$ cat src/rtl/alu_issue_ctrl.sv
// alu_issue_ctrl: four-state issue/control unit for an external combinational ALU.
// It accepts one instruction per valid/ready handshake, reads operands from an
// internal register file, issues them to the ALU, captures the result and
// writes it back to rd.
// Ports:
//   clk, rst                  clock, synchronous active-high reset
//   instr_valid/instr_ready   instruction handshake
//   instr                     [15:12] op, [11:9] rd, [8:6] rs, [5:3] rt, [8:0] imm9
//   alu_opc/alu_a/alu_b       registered ALU issue, held between issues
//   alu_res                   ALU result, sampled at the end of EXEC
//   done                      pulses in the retiring (WB) cycle
//   illegal                   pulses in DECODE when the op is undefined
//   dbg_addr/dbg_data         combinational register file read port, r0 reads 0
module alu_issue_ctrl #(
   parameter int unsigned NREG = 8,
   parameter int unsigned DW   = 16
) (
   input  logic                    clk,
   input  logic                    rst,
   input  logic                    instr_valid,
   output logic                    instr_ready,
   input  logic [15:0]             instr,
   output logic [3:0]              alu_opc,
   output logic [DW-1:0]           alu_a,
   output logic [DW-1:0]           alu_b,
   input  logic [DW-1:0]           alu_res,
   output logic                    done,
   output logic                    illegal,
   input  logic [$clog2(NREG)-1:0] dbg_addr,
   output logic [DW-1:0]           dbg_data
);

   localparam int unsigned AW = $clog2(NREG);

   typedef enum logic [1:0] {IDLE, DECODE, EXEC, WB} state_e;

   state_e          state_q, state_d;
   logic [15:0]     instr_q, instr_d;
   logic [3:0]      opc_q, opc_d;
   logic [DW-1:0]   a_q, a_d;
   logic [DW-1:0]   b_q, b_d;
   logic [DW-1:0]   res_q, res_d;
   logic [DW-1:0]   rf_q [NREG];
   logic            wr_en;

   // Instruction fields of the latched instruction
   logic [3:0]      op;
   logic [AW-1:0]   rd, rs, rt;
   logic [8:0]      imm9;
   logic            is_li;
   logic            legal;

   assign op    = instr_q[15:12];
   assign rd    = instr_q[11:9];
   assign rs    = instr_q[8:6];
   assign rt    = instr_q[5:3];
   assign imm9  = instr_q[8:0];
   assign is_li = (op == 4'hF);

   // Opcode legality decode
   always_comb begin
      case (op)
         4'h0, 4'h1, 4'h2, 4'h3, 4'h4, 4'h5, 4'h9, 4'hF: legal = 1'b1;
         default:                                       legal = 1'b0;
      endcase
   end

   // State register
   always_ff @(posedge clk) begin
      if (rst) state_q <= IDLE;
      else     state_q <= state_d;
   end

   // Next state, datapath next values and state-decoded strobes
   always_comb begin
      state_d     = state_q;
      instr_d     = instr_q;
      opc_d       = opc_q;
      a_d         = a_q;
      b_d         = b_q;
      res_d       = res_q;
      wr_en       = 1'b0;
      instr_ready = 1'b0;
      done        = 1'b0;
      illegal     = 1'b0;
      case (state_q)
         IDLE: begin
            instr_ready = 1'b1;
            if (instr_valid) begin
               instr_d = instr;
               state_d = DECODE;
            end
         end
         DECODE: begin
            if (legal) begin
               // LI goes through the ALU as an add of zero and the immediate
               opc_d   = is_li ? 4'h0 : op;
               a_d     = is_li ? '0 : rf_q[rs];
               b_d     = is_li ? DW'(imm9) : rf_q[rt];
               state_d = EXEC;
            end else begin
               illegal = 1'b1;
               state_d = IDLE;
            end
         end
         EXEC: begin
            res_d   = alu_res;
            state_d = WB;
         end
         WB: begin
            done    = 1'b1;
            wr_en   = 1'b1;
            state_d = IDLE;
         end
         default: state_d = IDLE;
      endcase
      // Strobes stay low for the whole reset cycle
      if (rst) begin
         instr_ready = 1'b0;
         done        = 1'b0;
         illegal     = 1'b0;
      end
   end

   // Datapath and register file; r0 is never written so it always reads 0
   always_ff @(posedge clk) begin
      if (rst) begin
         instr_q <= '0;
         opc_q   <= '0;
         a_q     <= '0;
         b_q     <= '0;
         res_q   <= '0;
         for (int i = 0; i < NREG; i++) rf_q[i] <= '0;
      end else begin
         instr_q <= instr_d;
         opc_q   <= opc_d;
         a_q     <= a_d;
         b_q     <= b_d;
         res_q   <= res_d;
         if (wr_en && (rd != '0)) rf_q[rd] <= res_q;
      end
   end

   assign alu_opc  = opc_q;
   assign alu_a    = a_q;
   assign alu_b    = b_q;
   assign dbg_data = (dbg_addr == '0) ? '0 : rf_q[dbg_addr];

endmodule

$ cat config.mk
export PLATFORM = sky130hd
export DESIGN_NAME = alu_issue_ctrl
export DESIGN_NICKNAME = d
export VERILOG_FILES = /design/src/rtl/alu_issue_ctrl.sv
export SDC_FILE = /design/constraint.sdc
export NUM_CORES = 1
export LEC_CHECK = 0
export CAP_MARGIN = 20
export CORE_ASPECT_RATIO = 0.6
export CORE_MARGIN = 1.5
export CORE_UTILIZATION = 58
export DETAILED_ROUTE_END_ITERATION = 8
export MAX_ROUTING_LAYER = met4
export PLACE_DENSITY = 0.79
export SKIP_LAST_GASP = 1
export SYNTH_ARGS = -nofsm -noshare
export SYNTH_HDL_FRONTEND = slang
export SYNTH_SLANG_ARGS = --single-unit
$ cat constraint.sdc
create_clock -name clk -period 2 [get_ports clk]
set_clock_uncertainty 0.05 [all_clocks]
set_input_delay 0.4 -clock clk [delete_from_list [all_inputs] [get_ports clk]]
set_output_delay 0.4 -clock clk [all_outputs]
set_load 0.05 [all_outputs]
==> flow_summary.json <==
{
  "status": "finished with violations",
  "failed_checks": "negative setup slack",
  "rows": 37,
  "fin_cells": 1205,
  "start_util_pct": 59.3,
  "ant_nets": 0,
  "antenna_found_initial": 3,
  "min_path_cells": 3,
  "cts_sinks": 205,
  "worst_ep_arrival_time_ps": 1850,
  "synth_ff_type": "edfxtp_1",
  "dieHeight_um": 106,
  "first_pass_iters": 5,
  "register_area_sq_um": 5390,
  "r2r-start": "rf_q[7][7]",
  "synth_cell_types": 37,
  "synth_cells": 777,
  "port_buffers": 92,
  "reg2reg_slack_ps": 60,
  "post-place-ws_ps": -407,
  "area_delta_synth_final_pct": 30.2,
  "fin_setup_tns_ps": -3470,
  "cts_tree": "built",
  "htree_levels": 1,
  "grt_setup_unrepaired": "true",
  "gp_congestion": 0.901,
  "wl_per_cell_um": 24.8,
  "min_period_ps": 2300,
  "syn-cell-area_sq_um": 10200,
  "vias_per_cell": 6.44,
  "worstHoldEndpoint": "res_q[12]",
  "maxSlewHeadroom_pct": 60.4,
  "synth_area_per_cell_sq_um": 13.1,
  "insertion_delay_ps": 500,
  "yosysSeqAreaShare_pct": 53.0,
  "fmax_ghz": 0.435,
  "layout-drive-gt1-share_pct": 32.9,
  "setup_viol": 16,
  "core_sq_um": 17100,
  "grt_max_degree": 46,
  "routed-via-count": 7756,
  "hold_viol_final": 0,
  "crit_type": "flop to output port",
  "cts.path.max_buffers": 3,
  "dieArea_sq_um": 18300,
  "placed_area_sq_um": 12200,
  "worst_hold_slack_ps": 397,
  "reg2reg_to": "alu_b[7]",
  "min-delay-start": "alu_res[12]",
  "reg2reg_depth": 5,
  "drt_iter0_markers": 879,
  "synth_edf_count": 128,
  "tightest_slew_ps": 593,
  "power_leakage_nw": 4.92,
  "grt_pass1_wl_mm": 44.0,
  "ys_warn_count": 0,
  "finish.utilization_pct": 77.2,
  "die_x_um": 174,
  "power_density_nw_per_um2": 788,
  "fin_crit_sh_pct": 115,
  "slew_viol_final": 0,
  "start_kind": "flop",
  "clkSlewWorstSetupHoldPaths_ps": 70,
  "root_buffer": "clkbuf_16",
  "grt.overflow.total": 0,
  "ys_ff_latch": 205,
  "grt_pass1_vias": 7721,
  "multi_input_area_sq_um": 4760,
  "io_pins": 93,
  "synthArstFlopShare_pct": 0,
  "dpl.hpwl_mm": 18.8,
  "crit_required_ps": 1550,
  "finalPower_mw": 10.4,
  "maxCapViolations": 0,
  "setup.worst_path.end_class": "output port",
  "finalWorstSetupSlack_ps": -298,
  "dp_cells": 1125,
  "hold_class": "input pin to flop",
  "postLayoutCellArea_sq_um": 13200,
  "track_usage_pct": 33.4,
  "cts_made_buffers": 20,
  "ir_drop_v": 0.000517,
  "finalWirelength_mm": 29.9,
  "worst-path-max-fanout": 3,
  "route.detailed.drc": 0,
  "fillers": 1026,
  "nets": 993
}
==> report_power, final <==
| group | internal [mW] | switching (mW) |
|---|---|---|
| combinational | 0.899 | 1.06 |
| sequential | 4.69 | 0.183 |
| clock | 2.02 | 1.57 |
==> registers in the layout, summed over array words and instances, names as in the netlist, named ones only <==
name / count
legal: 1
instr_q: 16
alu_b: 16
res_q: 16
state_q: 1
alu_opc: 4
alu_a: 16
rf_q: 128
==> critical path, stage by stage, from the launching register on <==
cell and delay, ps:
edfxtp_1 440, mux4_2 510, nor2_4 140, a211oi_4 80, buf_12 190
==> how the worst max path moves through the flow <==
stage | startpoint | end | slack [ps] | depth (start not counted)
finish | rf_q[1][5] | dbg_data[5] | -300 | 4
global route | rf_q[1][5] | dbg_data[5] | -310 | 4
CTS | rf_q[0][0] | dbg_data[0] | -230 | 4
detailed placement | dbg_addr[2] | dbg_data[5] | -410 | 7
global placement | dbg_addr[2] | dbg_data[5] | -380 | 7
floorplan | rst | illegal | -130 | 3
==> metal layers <==
| metal | part of all wire (%) | vias up | GRT usage [%] |
|---|---|---|---|
| met5 | 0 | - | - |
| met4 | 3.8 | 0 | 12.9 |
| met3 | 11 | 111 | 7.07 |
| met2 | 46 | 563 | 50.3 |
| met1 | 39 | 3828 | 45.1 |
| li1 | - | 3254 | - |
==> cells in the mapped netlist (2+ instances only) <==
| library cell | instances | share of area [%] |
|---|---|---|
| mux2i_1 | 38 | 3.7 |
| edfxtp_1 | 128 | 38 |
| a21oi_1 | 35 | 1.7 |
| buf_2 | 22 | 1.1 |
| o21ai_0 | 35 | 1.7 |
| nor2_1 | 13 | 0.48 |
| or2_2 | 7 | 0.43 |
| nand3_1 | 2 | 0.099 |
| clkbuf_1 | 16 | 0.59 |
| mux2_2 | 10 | 1.1 |
| a221oi_1 | 6 | 0.52 |
| clkbuf_2 | 10 | 0.49 |
| nand2_1 | 99 | 3.7 |
| nor3_1 | 2 | 0.099 |
| nor2b_1 | 4 | 0.25 |
| mux4_2 | 80 | 18 |
| dfxtp_1 | 77 | 15 |
| nor2_4 | 6 | 0.67 |
| a211oi_1 | 8 | 0.59 |
| a22oi_1 | 23 | 1.7 |
| o22ai_1 | 9 | 0.55 |
| buf_4 | 3 | 0.22 |
| buf_1 | 4 | 0.15 |
| buf_6 | 6 | 0.67 |
| nand2b_1 | 9 | 0.55 |
| and2_1 | 114 | 7.0 |
==> repair_timing <==
action	in CTS	in global routing
gates resized for setup	61	6
setup endpoints to repair	45	17
hold buffers	0	0
pin swaps	12	4
gates cloned	1	0
setup buffers	30	11
==> area by class of cell <==
| type | count | area share [%] |
|---|---|---|
| flip-flops and latches | 205 | 40.7 |
| clock buffers | 32 | 4.46 |
| diodes | 2 | 0.0378 |
| repair buffers | 202 | 16.4 |
| multi-input cells | 526 | 36.0 |
| clock inverters | 4 | 0.161 |
| well taps | 234 | 2.21 |
==> layout by cell type, fill, tap and decap left out, types with 21 or more instances in the layout <==
cell type,count
a21oi_1,35
buf_12,40
edfxtp_1,128
dfxtp_1,75
mux2i_1,38
o21ai_0,25
buf_4,93
clkdlybuf4s50_1,33
dlygate4sd2_1,30
mux4_2,80
clkbuf_16,21
a22oi_1,22
nand2_1,89
and2_1,114
==> cell families after synthesis <==
logic type,after synthesis,synth area share (%)
DFF,205,53.0
and+or+nand+nor,265,14.3
buffers and inverters,61,3.20
AOI/OAI and AO/OA,117,6.89
other,1,0.0369
muxes,128,22.6
No activity file was read; power rests on OpenSTA's default activity.
